File: src/rtl/mem_request_unit_pkg.sv
// Shared definitions for the data-memory requester: bus width defaults, FSM encoding
// and the latency counter width.
package mem_request_unit_pkg;

  localparam int DEF_ADDR_W = 10;
  localparam int DEF_DATA_W = 20;
  localparam int LAT_W      = 2;   // holds READ_LAT-1 for READ_LAT in 1..4

  typedef enum logic [1:0] {
    ST_IDLE   = 2'd0,
    ST_ACCESS = 2'd1,
    ST_WAIT   = 2'd2,
    ST_RESP   = 2'd3
  } state_t;

endpackage

File: src/rtl/mem_request_unit_mar.sv
// Memory address register: loads on accept, optional +1 step (wraps modulo 2^W).
// Load takes priority over increment.
module mem_request_unit_mar #(
  parameter int W = 10
) (
  input  logic         clk,
  input  logic         reset,
  input  logic         load,
  input  logic         inc,
  input  logic [W-1:0] d,
  output logic [W-1:0] q
);

  always_ff @(posedge clk or posedge reset) begin
    if (reset)     q <= '0;
    else if (load) q <= d;
    else if (inc)  q <= q + 1'b1;
  end

endmodule

File: src/rtl/mem_request_unit.sv
// CPU-side data memory requester: one access per accepted request, no queuing, no response backpressure.
// Optional MEM_REQ_AUTOINC_EN: req_seq reuses MAR, and MAR steps by one after every completed access.
module mem_request_unit
  import mem_request_unit_pkg::*;
#(
  parameter int ADDR_W   = DEF_ADDR_W,
  parameter int DATA_W   = DEF_DATA_W,
  parameter int READ_LAT = 1
) (
  input  logic              clk,
  input  logic              reset,
  input  logic              req_valid,
  output logic              req_ready,
  input  logic              req_we,
  input  logic [ADDR_W-1:0] req_addr,
  input  logic [DATA_W-1:0] req_wdata,
`ifdef MEM_REQ_AUTOINC_EN
  input  logic              req_seq,
`endif
  output logic              resp_valid,
  output logic [DATA_W-1:0] resp_rdata,
  output logic              busy,
  output logic [ADDR_W-1:0] mem_addr,
  output logic [DATA_W-1:0] mem_write,
  output logic              mem_wr_select,
  input  logic [DATA_W-1:0] mem_read
);

  state_t             state, state_nxt;
  logic [DATA_W-1:0]  mdr;
  logic               we_q;
  logic [LAT_W-1:0]   lat_cnt;
  logic               accept;
  logic               mar_load;
  logic               mar_inc;
  logic [ADDR_W-1:0]  mar;

  assign accept = req_valid & req_ready;

`ifdef MEM_REQ_AUTOINC_EN
  assign mar_load = accept & ~req_seq;
  assign mar_inc  = (state == ST_RESP);
`else
  assign mar_load = accept;
  assign mar_inc  = 1'b0;
`endif

  mem_request_unit_mar #(.W(ADDR_W)) u_mar (
    .clk   (clk),
    .reset (reset),
    .load  (mar_load),
    .inc   (mar_inc),
    .d     (req_addr),
    .q     (mar)
  );

  always_ff @(posedge clk or posedge reset) begin
    if (reset) state <= ST_IDLE;
    else       state <= state_nxt;
  end

  always_comb begin
    state_nxt = state;
    case (state)
      ST_IDLE:   if (req_valid) state_nxt = ST_ACCESS;
      ST_ACCESS: state_nxt = we_q ? ST_RESP : ST_WAIT;
      ST_WAIT:   if (lat_cnt == '0) state_nxt = ST_RESP;
      ST_RESP:   state_nxt = ST_IDLE;
      default:   state_nxt = ST_IDLE;
    endcase
  end

  // Outputs decode straight from state so reset removes them without waiting for a clock.
  always_comb begin
    req_ready     = 1'b0;
    busy          = 1'b1;
    mem_wr_select = 1'b0;
    resp_valid    = 1'b0;
    case (state)
      ST_IDLE: begin
        req_ready = 1'b1;
        busy      = 1'b0;
      end
      ST_ACCESS: mem_wr_select = we_q;
      ST_RESP:   resp_valid    = 1'b1;
      default: ;
    endcase
  end

  always_ff @(posedge clk or posedge reset) begin
    if (reset) begin
      mdr        <= '0;
      we_q       <= 1'b0;
      lat_cnt    <= '0;
      resp_rdata <= '0;
    end else begin
      if (accept) begin
        we_q <= req_we;
        if (req_we) mdr <= req_wdata;
      end
      if (state == ST_ACCESS && !we_q) lat_cnt <= LAT_W'(READ_LAT - 1);
      if (state == ST_WAIT) begin
        if (lat_cnt != '0) lat_cnt    <= lat_cnt - 1'b1;
        else               resp_rdata <= mem_read;
      end
    end
  end

  assign mem_addr  = mar;
  assign mem_write = mdr;

endmodule

File: config.mk
export PLATFORM = sky130hd
export DESIGN_NAME = mem_request_unit
export DESIGN_NICKNAME = d
export VERILOG_FILES = /design/src/rtl/mem_request_unit_pkg.sv /design/src/rtl/mem_request_unit_mar.sv /design/src/rtl/mem_request_unit.sv
export SDC_FILE = /design/constraint.sdc
export NUM_CORES = 1
export LEC_CHECK = 0
export ABC_AREA = 0
export BUFFER_PORTS_ARGS = -buffer_cell sky130_fd_sc_hd__buf_2
export CORE_ASPECT_RATIO = 1.5
export CORE_MARGIN = 2
export CORE_UTILIZATION = 45
export DETAILED_ROUTE_END_ITERATION = 12
export PLACE_DENSITY = 0.77
export SYNTH_ARGS = -nofsm -noshare
export SYNTH_HDL_FRONTEND = slang
export SYNTH_SLANG_ARGS = --single-unit
File: constraint.sdc
create_clock -name clk -period 2 [get_ports clk]
set_clock_uncertainty 0.1 [all_clocks]
set_input_delay 0.2 -clock clk [delete_from_list [all_inputs] [get_ports clk]]
set_output_delay 0.2 -clock clk [all_outputs]
set_load 0.02 [all_outputs]
* Yosys cells after proc, flatten, opt, wreduce, memory -nomap -nowiden *
Cells that the tools add are included.

word-level totals
  input port bits = 54
  register bits = 55

operators by class
  bitwise logic cells = 2
  equal/unequal tests = 5
  reductions and logical operators = 8
  add/sub/neg operators = 1
  mux-type cells = 11

operator list
  kind                   count
  $mux W2                5
  $pmux W2 S4            1
  $reduce_and A2 Y1      3
  $mux W1                5
  $eq A2 B2 Y1 const B   2
  $logic_not A2 Y1       2
  $ne A2 B2 Y1 const B   2
  $eq A2 B1 Y1 const B   1
  $reduce_bool A2 Y1     1
  $sub A2 B1 Y2 const B  1
  $and A1 B1 Y1          1
  $logic_and A1 B1 Y1    1
  $logic_not A1 Y1       1
  $not A1 Y1             1

* Logic depth before layout (Yosys ltp) *
Gate-level depths: netlist (run 1).

  depth in word-level cells = 5
  gate-level depth with buffers = 6
  mapped depth without buffers = 5

* Modules after synthesis *
From an unflattened synthesis (run 1), not the netlist that was laid out.

second synthesis, totals
  cells, all modules = 177
  area, all modules = 2448.6 sq um

modules (own cells, without submodules)
  module                seq. area each (sq um)  cells an instance  area an instance (sq um)  times used
  mem_request_unit      1126.1                  119                1900.6                    1
  mem_request_unit_mar  250.2                   58                 548.0                     1

* Worst setup path after synthesis (run 1) *
OpenSTA, ideal clock, no wires.

  kind = register to register
  start = reg state[0]
  end = reg mdr[0], in the netlist mem_write[0]
  data arrival time = 1464 ps
  required time = 1775 ps
  stages on the path, launching flop included = 6
  slack = 311 ps
  buffers on the path = 1
  cell sequence = dfrtp_1 > inv_1 > ha_1 > nand3_2 > buf_6 > mux2_4

on the way
  word-level cells in the longest chain between the ends = 4

RTL lines
  item                         line                    RTL
  start, declared              mem_request_unit.sv:29  state_t state, state_nxt;
  start signal, assigned       mem_request_unit.sv:59  else state <= state_nxt;
  $logic_not A2 Y1             mem_request_unit.sv:79  case (state)
  $mux W1                      mem_request_unit.sv:79
  named net req_ready          mem_request_unit.sv:13  output logic req_ready,
  $and A1 B1 Y1                mem_request_unit.sv:38  assign accept = req_valid & req_ready;
  $reduce_and A2 Y1 (no line)  n/a
  end signal, assigned         mem_request_unit.sv:99  if (req_we) mdr <= req_wdata;
  end, declared                mem_request_unit.sv:30  logic [DATA_W-1:0] mdr;

The timed path passes the listed nets, and every way through them passes these cells.
A chain may end at the register's enable or synchronous reset.

* Worst setup path in the final report (run 1) *
  start = reg state[0]
  end = reg resp_rdata[6]

on the way
  word-level cells in the longest chain between the ends = 2

RTL lines
  item                         line                     RTL
  $eq A2 B2 Y1                 mem_request_unit.sv:102  if (state == ST_WAIT) begin
  $reduce_and A2 Y1 (no line)  n/a
  end signal, assigned         mem_request_unit.sv:104  else resp_rdata <= mem_read;
  end, declared                mem_request_unit.sv:21   output logic [DATA_W-1:0] resp_rdata,

No other way between the ends.

==> results_tabular.tex, run 1 <==
\begin{tabular}{lr}
\hline
Metric & Value \\
\hline
\multicolumn{2}{l}{\textbf{Global route}} \\
\quad First-pass GRT wire length & roughly 7.3 mm \\
\quad Gr ovfl total & 0 \\
\quad All-layer global routing usage & 0.161 \\
\quad Number of antenna violations at the first check in global routing & 0 \\
\quad Maximum number of pins on one net before global-route repair & 24 \\
\quad Number of global-route vias before repair & around 1600 \\
\multicolumn{2}{l}{\textbf{Die}} \\
\quad Core region area & between 5000 and 6000 sq um \\
\quad Rows & 32 \\
\quad Number of primary I/O pins & 108 \\
\quad Initial Utilization & 0.458 \\
\quad Die width & between 60 and 70 um \\
\quad Die Footprint & 5780 sq um \\
\quad Vertical die dimension & 92.1 um \\
\multicolumn{2}{l}{\textbf{Run}} \\
\quad Total of max-cap violations & 0 \\
\multicolumn{2}{l}{\textbf{Logic synthesis}} \\
\quad Average footprint of a synthesized cell & about 17 sq um \\
\quad Share of the synthesized area in the top cell type & 0.590 \\
\quad Count of warnings emitted by yosys & 0 \\
\quad Flop and latch count out of synthesis & 55 \\
\quad Post-synth design cell area & about 2300 sq um \\
\quad Largest area contributor in the synthesized netlist & sky130\_fd\_sc\_hd\_\_dfrtp\_1 \\
\quad Portion of the post-synthesis area used by sequential elements & 0.590 \\
\quad Count of unique library cells instantiated by Yosys & 24 \\
\quad Biggest area contributors in the synthesized netlist & sky130\_fd\_sc\_hd\_\_dfrtp\_1 (59\%), sky130\_fd\_sc\_hd\_\_mux2\_4 (19\%), sky130\_fd\_sc\_hd\_\_mux2\_2 (9.7\%), sky130\_fd\_sc\_hd\_\_ha\_1 (2.7\%), sky130\_fd\_sc\_hd\_\_buf\_12 (1.7\%) \\
\quad Synthesized instance count & roughly 140 \\
\quad Synthesized Nets & 198 \\
\multicolumn{2}{l}{\textbf{Power}} \\
\quad Areal power density over the cells & 1760 nW/um\^{}2 \\
\quad Cell leakage power & 1.61 nW \\
\quad Worst IR Drop VDD & 0.889 mV \\
\quad PnR Total Power & 5.38 mW \\
\multicolumn{2}{l}{\textbf{Critical path}} \\
\quad Flop2flop setup slack & 0.27 ns \\
\quad Startpoint types & flip-flop \\
\quad Critical path fanouts, max & 20 \\
\quad Crit. End Element & flip-flop \\
\quad Depth of the most critical reg-to-reg path & 6 \\
\quad Startpoint of the lowest-slack register-to-register path & state[0] \\
\quad Arr. time, crit path & 1.81 ns \\
\quad Capturing point of the worst reg2reg path & resp\_rdata[6] \\
\quad Crit. Startpoint & state[0] \\
\quad WS Path Type & flip-flop to flip-flop \\
\quad Capturing element of the worst setup path & resp\_rdata[6] \\
\quad Critical Path RT & 2.08 ns \\
\multicolumn{2}{l}{\textbf{Placement}} \\
\quad Number of buffers inserted by port buffering & 107 \\
\quad DPL Wire Length & 3.36 mm \\
\quad Routability congestion estimate & 0.729 \\
\multicolumn{2}{l}{\textbf{Clocking}} \\
\quad Clock tree from TritonCTS & built \\
\quad Number of buffers added for setup after CTS & 0 \\
\quad Clk root buf & sky130\_fd\_sc\_hd\_\_clkbuf\_8 \\
\quad Number of buffers added by the clock tree synthesis step & 5 \\
\quad H-Tree Level Count & 2 \\
\quad Deepest clock path buffer count & 2 \\
\quad Clock edge transition at the registers on the reported setup and hold paths & 0.09 ns \\
\quad Number of clock sinks & between 50 and 60 \\
\quad Worst-Skew Late Latency & 0.30 ns \\
\multicolumn{2}{l}{\textbf{Min path}} \\
\quad Type of the tightest min-delay check & input pin to flip-flop \\
\multicolumn{2}{l}{\textbf{Timing}} \\
\quad Final clock period utilization by the worst path & 0.865 \\
\quad Final-layout setup total negative slack & 0 ns \\
\quad Max-slew violations & 0 \\
\quad Fmax & around 580 MHz \\
\quad Hold Violations, Final & 0 \\
\quad Transition time of the tightest slew-check pin & 0.431 ns \\
\quad Worst-case headroom to the max-slew limit & 0.712 \\
\quad Final critical-path required period & between 1.5 and 2 ns \\
\quad Final setup viols & 0 \\
\quad Setup repair after global routing missed its margin & false \\
\multicolumn{2}{l}{\textbf{Routing}} \\
\quad Routed vias/inst & 4.67 \\
\quad Detailed-routing iteration count for the pre-antenna-repair pass & 4 \\
\quad Remaining number of nets flagged by the antenna check after routing & 0 \\
\quad Mean routed wirelength per cell & 13.8 um \\
\quad Detailed router's first-iteration violation count & 43 \\
\quad Total Wirelength & 4.45 mm \\
\quad Via count & 1505 \\
\quad DRC Markers & 0 \\
\multicolumn{2}{l}{\textbf{Finish}} \\
\quad P\&R area growth vs syn & 31.5\% \\
\quad Total area of multi-input combinational cells & 866 sq um \\
\quad Seq. cell area & 1380 sq um \\
\quad Total inserted antenna cells & 0 \\
\quad Nets@finish & $\sim$310 \\
\quad FILL cells & around 430 \\
\quad Share of post-route cells with drive strength above 1 & 0.685 \\
\multicolumn{2}{l}{\textbf{Status}} \\
\quad Outcome & finished clean \\
\hline
\end{tabular}
[synth_stat cells, drive strengths merged]
| library cell | instances |
|---|---|
| ha | 5 |
| nand2b | 2 |
| a32oi | 1 |
| buf | 5 |
| dfrtp | 55 |
| and2 | 1 |
| nand2 | 3 |
| o211ai | 1 |
| nand3b | 1 |
| a31o | 1 |
| nand3 | 1 |
| or2b | 1 |
| inv | 5 |
| nor2 | 2 |
| nor3 | 1 |
| mux2 | 50 |
| o21ai | 3 |
| a21oi | 1 |
[routing by layer]
layer / global-route usage / routed length, um
met1: 0.195 / 1840
met2: 0.280 / 2260
met3: 0.0429 / 299
met4: 0.0519 / 54
met5: 0 / 0
[final cells by class]
class                           count  share of cell area
Clock inverter                      2              0.0114
Timing Repair Buffer              112               0.196
Tap cell                           68              0.0278
Multi-Input combinational cell     74               0.283
Clock buffer                        6              0.0269
Inverter                            5             0.00612
Sequential cell                    55               0.449
[where the power goes]
part / switching, mW / internal, mW
Combinational: 1.40 / 1.30
Sequential: 0.284 / 1.66
Clock: 0.327 / 0.405
Total: 2.01 / 3.37
[cells by family after synthesis]
kind of cell / Yosys count / share of synthesized area
flops: 55 / 0.590
simple gates: 12 / 0.0354
mux: 50 / 0.290
fa+ha+maj: 5 / 0.0268
buf+inv: 10 / 0.0381
compound gates: 7 / 0.0193
[layout by cell type (no fill, tap or decap), drive strengths merged]
cell type	n
a21oi	1
a31o	1
a32oi	1
and2	1
buf	111
bufinv	1
clkbuf	6
clkinv	1
dfrtp	55
dlygate4sd3	1
ha	5
inv	5
mux2	50
nand2	3
nand2b	2
nand3	1
nand3b	1
nor2	2
nor3	1
o211ai	1
o21ai	3
or2b	1
[timing repair]
action / in CTS / in global routing
hold endpoints to repair: 16 / 0
resized for setup: 0 / 0
hold buffers: 1 / 0
endpoints found under the setup margin: 0 / 0
[flip-flops by register name, summed over array words and instances, names as in the netlist]
signal      flops
resp_rdata     20
lat_cnt         2
we_q            1
state           2
mem_write      20
u_mar.q        10
[critical path, cell delays in order (launching register included)]
cell and delay, ns:
sky130_fd_sc_hd__dfrtp_1 0.41, sky130_fd_sc_hd__inv_1 0.14, sky130_fd_sc_hd__ha_1 0.26, sky130_fd_sc_hd__nand2b_4 0.08, sky130_fd_sc_hd__nor2_4 0.10, sky130_fd_sc_hd__buf_12 0.20
sky130_fd_sc_hd__mux2_4 0.32
[how the worst min path moves through the flow]
stage	slack (ns)	start	depth (start not counted)	to
after floorplan	0.25	mem_read[0]	1	resp_rdata[0]
after global placement	0.09	reset	2	mem_write[8]
after detailed placement	0.09	reset	2	mem_write[8]
after CTS	0.02	req_wdata[7]	2	mem_write[7]
after global routing	0.008	req_wdata[7]	2	mem_write[7]
final	0.03	req_addr[5]	2	u_mar.q[5]
[through the flow]
stage | cell area [sq um] | setup slack [ns] | hold slack [ns] | utilization | std cells
6_report | 3060 | 0.271 | 0.0286 | 0.603 | 322
5_1_grt | 3060 | 0.158 | 0.00816 | 0.603 | 322
4_1_cts | 3060 | 0.272 | 0.0197 | 0.603 | 322
3_5_place_dp | 2940 | 0.286 | 0.0911 | 0.578 | 313
3_3_place_gp | 2940 | 0.314 | 0.0864 | 0.578 | 313
2_1_floorplan | 2330 | 0.311 | 0.248 | - | 139
(Power assumes the default switching activity.)
==> run 2, diff against run 1 <==
--- a/config.mk
+++ b/config.mk
@@ -6,12 +6,12 @@
 export NUM_CORES = 1
 export LEC_CHECK = 0
 export ABC_AREA = 0
-export BUFFER_PORTS_ARGS = -buffer_cell sky130_fd_sc_hd__buf_2
+export BUFFER_PORTS_ARGS = -buffer_cell sky130_fd_sc_hd__buf_4
 export CORE_ASPECT_RATIO = 1.5
 export CORE_MARGIN = 2
-export CORE_UTILIZATION = 45
+export CORE_UTILIZATION = 46
 export DETAILED_ROUTE_END_ITERATION = 12
-export PLACE_DENSITY = 0.77
+export PLACE_DENSITY = 0.89
 export SYNTH_ARGS = -nofsm -noshare
 export SYNTH_HDL_FRONTEND = slang
 export SYNTH_SLANG_ARGS = --single-unit
==> results_tabular.tex, run 2 (synthesis results as in run 1) <==
\begin{tabular}{lr}
\hline
Metric & Value \\
\hline
\multicolumn{2}{l}{\textbf{Status}} \\
\quad Outcome & finished clean \\
\multicolumn{2}{l}{\textbf{Critical path}} \\
\quad Crit. End Element & flip-flop \\
\quad Crit. Startpoint & state[0] \\
\quad Capturing point of the worst reg2reg path & resp\_rdata[18] \\
\quad Critical Path RT & 2.08 ns (about the same) \\
\quad Arr. time, crit path & 1.83 ns (+0.02 ns) \\
\quad Flop2flop setup slack & 0.25 ns (-0.02 ns) \\
\quad WS Path Type & flip-flop to flip-flop \\
\quad Critical path fanouts, max & 20 (unchanged) \\
\quad Startpoint types & flip-flop \\
\quad Depth of the most critical reg-to-reg path & 6 (unchanged) \\
\quad Capturing element of the worst setup path & resp\_rdata[18] \\
\quad Startpoint of the lowest-slack register-to-register path & state[0] \\
\multicolumn{2}{l}{\textbf{Finish}} \\
\quad Share of post-route cells with drive strength above 1 & 0.677 (-0.00775) \\
\quad Commonest cells after routing, fill and taps aside & sky130\_fd\_sc\_hd\_\_buf\_4 (107), sky130\_fd\_sc\_hd\_\_dfrtp\_1 (55), sky130\_fd\_sc\_hd\_\_mux2\_4 (30) \\
\quad P\&R area growth vs syn & 41.1\% \\
\quad Final design area excluding fillers & 3290 sq um (+7.3\%) \\
\quad Most common library cell in the layout ignoring fill and taps & sky130\_fd\_sc\_hd\_\_buf\_4 \\
\quad Total inserted antenna cells & 0 (unchanged) \\
\quad Nets@finish & 311 (-0.32\%) \\
\quad Share of the core filled with cells in the final layout & 0.678 (+0.0758) \\
\multicolumn{2}{l}{\textbf{Power}} \\
\quad Part of the total power dissipated in the clock network & 0.098 (-0.038) \\
\quad Switch Pwr & 2.05 mW (+1.8\%) \\
\quad Areal power density over the cells & 1700 nW/um\^{}2 (-3.3\%) \\
\quad Sequential share of power & 0.353 (-0.009) \\
\quad Cell leakage power & 1.67 nW (+3.9\%) \\
\quad PnR Total Power & 5.58 mW (+3.8\%) \\
\quad Net switching fraction of the power & 0.367 (-0.00703) \\
\quad Internal cell power & 3.53 mW (+4.9\%) \\
\quad Combinational share of power & 0.549 (+0.047) \\
\quad Worst IR Drop VDD & 0.818 mV (-8.0\%) \\
\multicolumn{2}{l}{\textbf{Global route}} \\
\quad First-pass GRT wire length & 7.80 mm (+6.8\%) \\
\quad Gr ovfl total & 0 (unchanged) \\
\quad Number of antenna violations at the first check in global routing & 0 (unchanged) \\
\quad Maximum number of pins on one net before global-route repair & 29 (+21\%) \\
\quad Number of global-route vias before repair & 1614 (-0.25\%) \\
\quad All-layer global routing usage & 0.178 (+0.0165) \\
\multicolumn{2}{l}{\textbf{Timing}} \\
\quad Final setup viols & 0 (unchanged) \\
\quad Final clock period utilization by the worst path & 0.876 (+0.0115) \\
\quad Final critical-path required period & 1.75 ns (+0.0230 ns) \\
\quad Transition time of the tightest slew-check pin & 0.580 ns (+0.149 ns) \\
\quad Setup repair after global routing missed its margin & false \\
\quad Fmax & 571 MHz (-1.3\%) \\
\quad Worst-case headroom to the max-slew limit & 0.613 (-0.0990) \\
\quad Worst hold margin & 0.0287 ns (+0.000132 ns) \\
\quad Final-layout setup total negative slack & 0 ns (unchanged) \\
\quad Max-slew violations & 0 (unchanged) \\
\quad Hold Violations, Final & 0 (unchanged) \\
\multicolumn{2}{l}{\textbf{Routing}} \\
\quad Detailed-routing iteration count for the pre-antenna-repair pass & 4 (unchanged) \\
\quad Detailed router's first-iteration violation count & 28 (-35\%) \\
\quad Routed vias/inst & 4.86 (+4.0\%) \\
\quad Mean routed wirelength per cell & 15.1 um (+9.4\%) \\
\quad Total Wirelength & 4.80 mm (+7.7\%) \\
\quad Remaining number of nets flagged by the antenna check after routing & 0 (unchanged) \\
\quad Via count & 1541 (+2.4\%) \\
\quad DRC Markers & 0 (unchanged) \\
\multicolumn{2}{l}{\textbf{Die}} \\
\quad Core region area & 4850 sq um (-4.7\%) \\
\quad Number of primary I/O pins & 108 (unchanged) \\
\quad Die Footprint & 5660 sq um (-2.1\%) \\
\quad Rows & 31 (-3.1\%) \\
\quad Die width & 62.1 um (-1.0\%) \\
\quad Vertical die dimension & 91.2 um (-1.0\%) \\
\quad Initial Utilization & 0.481 (+0.0224) \\
\multicolumn{2}{l}{\textbf{Clocking}} \\
\quad Clk root buf & sky130\_fd\_sc\_hd\_\_clkbuf\_8 \\
\quad Deepest clock path buffer count & 2 (unchanged) \\
\quad Number of buffers added for setup after CTS & 0 (unchanged) \\
\quad Clock edge transition at the registers on the reported setup and hold paths & 0.09 ns (about the same) \\
\quad Number of clock sinks & 55 (unchanged) \\
\quad Clock tree from TritonCTS & built \\
\quad Post-cts gate resize count & 0 (unchanged) \\
\quad Number of buffers added by the clock tree synthesis step & 5 (unchanged) \\
\quad H-Tree Level Count & 2 (unchanged) \\
\quad Worst-Skew Late Latency & 0.29 ns (about the same) \\
\multicolumn{2}{l}{\textbf{Placement}} \\
\quad Number of buffers inserted by port buffering & 107 (unchanged) \\
\quad Standard cell area after detailed placement & 3210 sq um (+9.2\%) \\
\quad Routability congestion estimate & 0.695 (-4.7\%) \\
\quad DPL Wire Length & 3.67 mm (+9.3\%) \\
\multicolumn{2}{l}{\textbf{Run}} \\
\quad Total of max-cap violations & 0 (unchanged) \\
\multicolumn{2}{l}{\textbf{Min path}} \\
\quad Type of the tightest min-delay check & input pin to flip-flop \\
\hline
\end{tabular}
## run 2: routing by layer
layer,part of all wire,track usage,vias to the layer above
met5,0,0,-
met4,0.016,0.0630,0
met3,0.066,0.0558,7
met2,0.56,0.321,64
met1,0.36,0.196,770
li1,-,-,700
## run 2: layout make-up
type / count / area (sq um)
Clock buffer: 6 / 72.6
Tap cell: 66 / 82.6
Fill cell: 358 / 1560
Timing Repair Buffer: 111 / 873
Sequential cell: 55 / 1380
Multi-Input combinational cell: 74 / 866
Inverter: 5 / 18.8
## run 2: power groups by stage
stage | combinational (mW) | sequential (mW) | clock, mW
floorplan | 1.32 | 2.60 | 0
global placement | 3.03 | 1.96 | 0
detailed placement | 3.09 | 1.98 | 0
CTS | 3.11 | 1.97 | 0.569
global route | 3.24 | 2.04 | 0.623
finish | 3.07 | 1.97 | 0.546
## run 2: stage by stage
step           setup slack [ns]  std cells
2_1_floorplan             0.311        139
3_3_place_gp              0.317        310
3_5_place_dp              0.254        310
4_1_cts                   0.236        317
5_1_grt                   0.119        317
6_report                  0.248        317
## run 2: critical path, stage by stage (launching register included)
cell and delay, ns:
sky130_fd_sc_hd__dfrtp_1 0.40, sky130_fd_sc_hd__inv_1 0.15, sky130_fd_sc_hd__ha_1 0.28, sky130_fd_sc_hd__nand2b_4 0.08
sky130_fd_sc_hd__nor2_4 0.10, sky130_fd_sc_hd__buf_12 0.20, sky130_fd_sc_hd__mux2_4 0.32
## run 2: how the worst min path moves through the flow
stage / slack (ns) / cells after the start / end / from
floorplan: 0.25 / 1 / resp_rdata[0] / mem_read[0]
global placement: 0.20 / 2 / mem_write[2] / reset
detailed placement: 0.21 / 2 / mem_write[5] / reset
CTS: 0.02 / 2 / resp_rdata[2] / mem_read[2]
global route: 0.009 / 2 / mem_write[18] / req_wdata[18]
finish: 0.03 / 2 / mem_write[14] / req_wdata[14]
## run 2: what timing repair did
| action | 4_1_cts | 5_1_grt |
|---|---|---|
| hold endpoints to repair | 27 | 0 |
| setup endpoints to repair | 0 | 0 |
| hold buffers | 1 | 0 |
==> run 3, diff against run 2 <==
--- a/config.mk
+++ b/config.mk
@@ -9,9 +9,11 @@
 export BUFFER_PORTS_ARGS = -buffer_cell sky130_fd_sc_hd__buf_4
 export CORE_ASPECT_RATIO = 1.5
 export CORE_MARGIN = 2
-export CORE_UTILIZATION = 46
+export CORE_UTILIZATION = 47
 export DETAILED_ROUTE_END_ITERATION = 12
-export PLACE_DENSITY = 0.89
+export GPL_ROUTABILITY_DRIVEN = 0
+export PLACE_DENSITY = 0.84
 export SYNTH_ARGS = -nofsm -noshare
 export SYNTH_HDL_FRONTEND = slang
+export SYNTH_HIERARCHICAL = 1
 export SYNTH_SLANG_ARGS = --single-unit
==> results_tabular.tex, run 3 <==
\begin{tabular}{lr}
\hline
Metric & Value \\
\hline
\multicolumn{2}{l}{\textbf{Critical path}} \\
\quad Buffers plus inverters on the worst setup path & 1 (-1) \\
\quad CP max-delay cell & sky130\_fd\_sc\_hd\_\_dfrtp\_1 \\
\quad Instance count on the critical path & 5 (-1) \\
\quad Critical Path RT & 2.09 ns (about the same) \\
\quad Depth of the most critical reg-to-reg path & 5 (-1) \\
\quad Critical path fanouts, max & 21 (+5.0\%) \\
\quad Delay-heaviest family, CP & simple AND/OR/NAND/NOR gates \\
\quad Arr. time, crit path & 1.92 ns (+0.09 ns) \\
\quad WS Path Type & flip-flop to flip-flop \\
\quad Crit path largest cell delay & 0.42 ns (+0.02 ns) \\
\quad Startpoint types & flip-flop \\
\quad Critical-path cell list & inv\_1 -> ha\_2 -> and2\_4 -> nand2\_4 -> mux2\_4 \\
\quad Crit. End Element & flip-flop \\
\multicolumn{2}{l}{\textbf{Timing}} \\
\quad Final critical-path required period & 1.82 ns (+0.0726 ns) \\
\quad Setup repair after global routing missed its margin & false \\
\quad Final-layout setup total negative slack & 0 ns (unchanged) \\
\quad Final clock period utilization by the worst path & 0.912 (+0.0363) \\
\quad Fmax & 548 MHz (-4.0\%) \\
\quad Transition time of the tightest slew-check pin & 0.593 ns (+0.0131 ns) \\
\quad Max-slew violations & 0 (unchanged) \\
\quad Final setup viols & 0 (unchanged) \\
\quad Hold Violations, Final & 0 (unchanged) \\
\quad Worst-case headroom to the max-slew limit & 0.604 (-0.00877) \\
\multicolumn{2}{l}{\textbf{Power}} \\
\quad Areal power density over the cells & 1640 nW/um\^{}2 (-3.6\%) \\
\quad Cell leakage power & 1.72 nW (+3.2\%) \\
\quad Worst IR Drop VDD & 0.743 mV (-9.2\%) \\
\multicolumn{2}{l}{\textbf{Routing}} \\
\quad Via count & 1817 (+18\%) \\
\quad Detailed router's first-iteration violation count & 54 (+93\%) \\
\quad Detailed-routing iteration count for the pre-antenna-repair pass & 4 (unchanged) \\
\quad Remaining number of nets flagged by the antenna check after routing & 0 (unchanged) \\
\quad Total Wirelength & 5.22 mm (+8.8\%) \\
\quad Routed vias/inst & 4.98 (+2.4\%) \\
\quad Mean routed wirelength per cell & 14.3 um (-5.5\%) \\
\quad DRC Markers & 0 (unchanged) \\
\multicolumn{2}{l}{\textbf{Finish}} \\
\quad Total inserted antenna cells & 0 (unchanged) \\
\quad Commonest cells after routing, fill and taps aside & sky130\_fd\_sc\_hd\_\_buf\_4 (110), sky130\_fd\_sc\_hd\_\_dfrtp\_1 (55), sky130\_fd\_sc\_hd\_\_mux2\_2 (21) \\
\quad Most common library cell in the layout ignoring fill and taps & sky130\_fd\_sc\_hd\_\_buf\_4 \\
\quad Share of post-route cells with drive strength above 1 & 0.562 (-0.115) \\
\quad Final cell count without fillers & 365 (+15\%) \\
\quad FILL cells & 401 (+12\%) \\
\quad P\&R area growth vs syn & 41.8\% \\
\quad Nets@finish & 356 (+14\%) \\
\multicolumn{2}{l}{\textbf{Die}} \\
\quad Initial Utilization & 0.482 (+0.000771) \\
\quad Core region area & 5080 sq um (+4.9\%) \\
\quad Die width & 62.9 um (+1.3\%) \\
\quad Die Footprint & 5820 sq um (+2.7\%) \\
\quad Number of primary I/O pins & 108 (unchanged) \\
\quad Vertical die dimension & 92.4 um (+1.3\%) \\
\quad Rows & 32 (+3.2\%) \\
\multicolumn{2}{l}{\textbf{Clocking}} \\
\quad Number of buffers added by the clock tree synthesis step & 5 (unchanged) \\
\quad Worst-Skew Late Latency & 0.30 ns (about the same) \\
\quad Number of clock sinks & 55 (unchanged) \\
\quad Hold buffers post-CTS & 3 (+2) \\
\quad Clk root buf & sky130\_fd\_sc\_hd\_\_clkbuf\_8 \\
\quad Post-cts gate resize count & 0 (unchanged) \\
\quad Clock tree from TritonCTS & built \\
\quad Deepest clock path buffer count & 2 (unchanged) \\
\quad Number of buffers added for setup after CTS & 0 (unchanged) \\
\quad Clock edge transition at the registers on the reported setup and hold paths & 0.09 ns (about the same) \\
\quad H-Tree Level Count & 2 (unchanged) \\
\multicolumn{2}{l}{\textbf{Logic synthesis}} \\
\quad Count of unique library cells instantiated by Yosys & 34 (+42\%) \\
\quad Share of flip-flops with an asynchronous set or reset & 1.00 (unchanged) \\
\quad Commonest cells in the netlist & sky130\_fd\_sc\_hd\_\_dfrtp\_1 (55), sky130\_fd\_sc\_hd\_\_mux2\_2 (21), sky130\_fd\_sc\_hd\_\_mux2\_4 (19) \\
\quad Post-synth design cell area & 2450 sq um (+5.0\%) \\
\quad Biggest area contributors in the synthesized netlist & sky130\_fd\_sc\_hd\_\_dfrtp\_1 (56\%), sky130\_fd\_sc\_hd\_\_mux2\_4 (12\%), sky130\_fd\_sc\_hd\_\_mux2\_2 (9.7\%), sky130\_fd\_sc\_hd\_\_ha\_1 (3.1\%), sky130\_fd\_sc\_hd\_\_o21ai\_0 (1.8\%) \\
\quad Largest area contributor in the synthesized netlist & sky130\_fd\_sc\_hd\_\_dfrtp\_1 \\
\quad Synthesized instance count & 177 (+27\%) \\
\quad Portion of the post-synthesis area used by sequential elements & 0.562 (-0.0284) \\
\quad Library cell with the highest instance count after synthesis & sky130\_fd\_sc\_hd\_\_dfrtp\_1 \\
\quad Ys flop type & sky130\_fd\_sc\_hd\_\_dfrtp\_1 \\
\quad Post-synth EDFFs & 0 (unchanged) \\
\quad Share of the synthesized area in the top cell type & 0.562 (-0.0284) \\
\quad Count of warnings emitted by yosys & 6 (+6) \\
\quad Flop and latch count out of synthesis & 55 (unchanged) \\
\quad Average footprint of a synthesized cell & 13.8 sq um (-18\%) \\
\multicolumn{2}{l}{\textbf{Run}} \\
\quad Total of max-cap violations & 0 (unchanged) \\
\multicolumn{2}{l}{\textbf{Min path}} \\
\quad Hold Path Depth & 3 (+1) \\
\quad Type of the tightest min-delay check & input pin to flip-flop \\
\multicolumn{2}{l}{\textbf{Placement}} \\
\quad Number of buffers inserted by port buffering & 107 (unchanged) \\
\quad DPL Wire Length & 4.17 mm (+14\%) \\
\quad Cell Count Post-Placement & 354 (+14\%) \\
\multicolumn{2}{l}{\textbf{Global route}} \\
\quad Gr ovfl total & 0 (unchanged) \\
\quad All-layer global routing usage & 0.181 (+0.00318) \\
\quad Number of antenna violations at the first check in global routing & 0 (unchanged) \\
\quad First-pass GRT wire length & 8.28 mm (+6.2\%) \\
\quad Maximum number of pins on one net before global-route repair & 30 (+3.4\%) \\
\quad Number of global-route vias before repair & 1815 (+12\%) \\
\multicolumn{2}{l}{\textbf{Status}} \\
\quad Outcome & finished clean \\
\hline
\end{tabular}
==> run 3: worst paths after layout <==
check                              startpoint             to  slack (ns)
worst max-delay path                 state[0]  mem_write[14]        0.18
worst min-delay path              req_addr[8]     u_mar/q[8]       0.005
worst max register to register       state[0]  mem_write[14]        0.18
worst min register to register  resp_rdata[6]  resp_rdata[6]        0.42
max in group asynchronous               reset  resp_rdata[8]        0.82
min in group asynchronous               reset     u_mar/q[3]        0.34
==> run 3: power breakdown <==
| part | leakage, nW | switching (mW) | total [mW] | internal, mW |
|---|---|---|---|---|
| Sequential | 0.660 | 0.412 | 2.07 | 1.66 |
| Combinational | 1.02 | 1.43 | 2.98 | 1.54 |
| Clock | 0.0474 | 0.349 | 0.632 | 0.283 |
| Total | 1.72 | 2.19 | 5.68 | 3.49 |
==> run 3: worst min-delay path, cell delays in order <==
cell                      delay, ns
sky130_fd_sc_hd__buf_4         0.08
sky130_fd_sc_hd__nand2_1       0.04
sky130_fd_sc_hd__nand3_1       0.06
==> run 3: logic make-up after synthesis <==
| group | count (synthesis) | share of synthesized area |
|---|---|---|
| DFF | 55 | 0.562 |
| xor gates and xnor gates | 4 | 0.0143 |
| buffers and inverters | 14 | 0.0337 |
| AOI/OAI and AO/OA | 20 | 0.0542 |
| other | 1 | 0.00153 |
| adders and majority gates | 6 | 0.0307 |
| muxes | 41 | 0.217 |
| and+or+nand+nor | 36 | 0.0864 |
==> run 3: area by class of cell <==
cell class / count / area, sq um / share of cell area
multi-input combinational: 112 / 1010 / 0.290
tap: 68 / 85.1 / 0.0245
sequential: 55 / 1380 / 0.396
clock buffer: 6 / 82.6 / 0.0238
inverter: 8 / 30.0 / 0.00865
clock inverter: 2 / 16.3 / 0.00468
timing repair buffer: 114 / 876 / 0.252
==> run 3: per-layer routing <==
layer  track usage  share of wire  vias to the layer above
met3        0.0413          0.070                       14
met4        0.0833          0.030                        0
met5             0              0                        -
met1         0.202           0.37                      859
li1              -              -                      861
met2         0.324           0.53                       83
==> run 3: through the flow <==
step	power [mW]	utilization	instance area [sq um]	setup slack, ns	hold slack [ns]
finish	5.68	0.683	3470	0.175	0.00493
global route	6.01	0.683	3470	0.0839	0.00684
CTS	5.74	0.683	3470	0.170	0.000259
detailed placement	5.09	0.658	3340	0.181	0.119
global placement	4.98	0.658	3340	0.254	0.117
floorplan	3.87	-	2470	0.0652	-0.0598
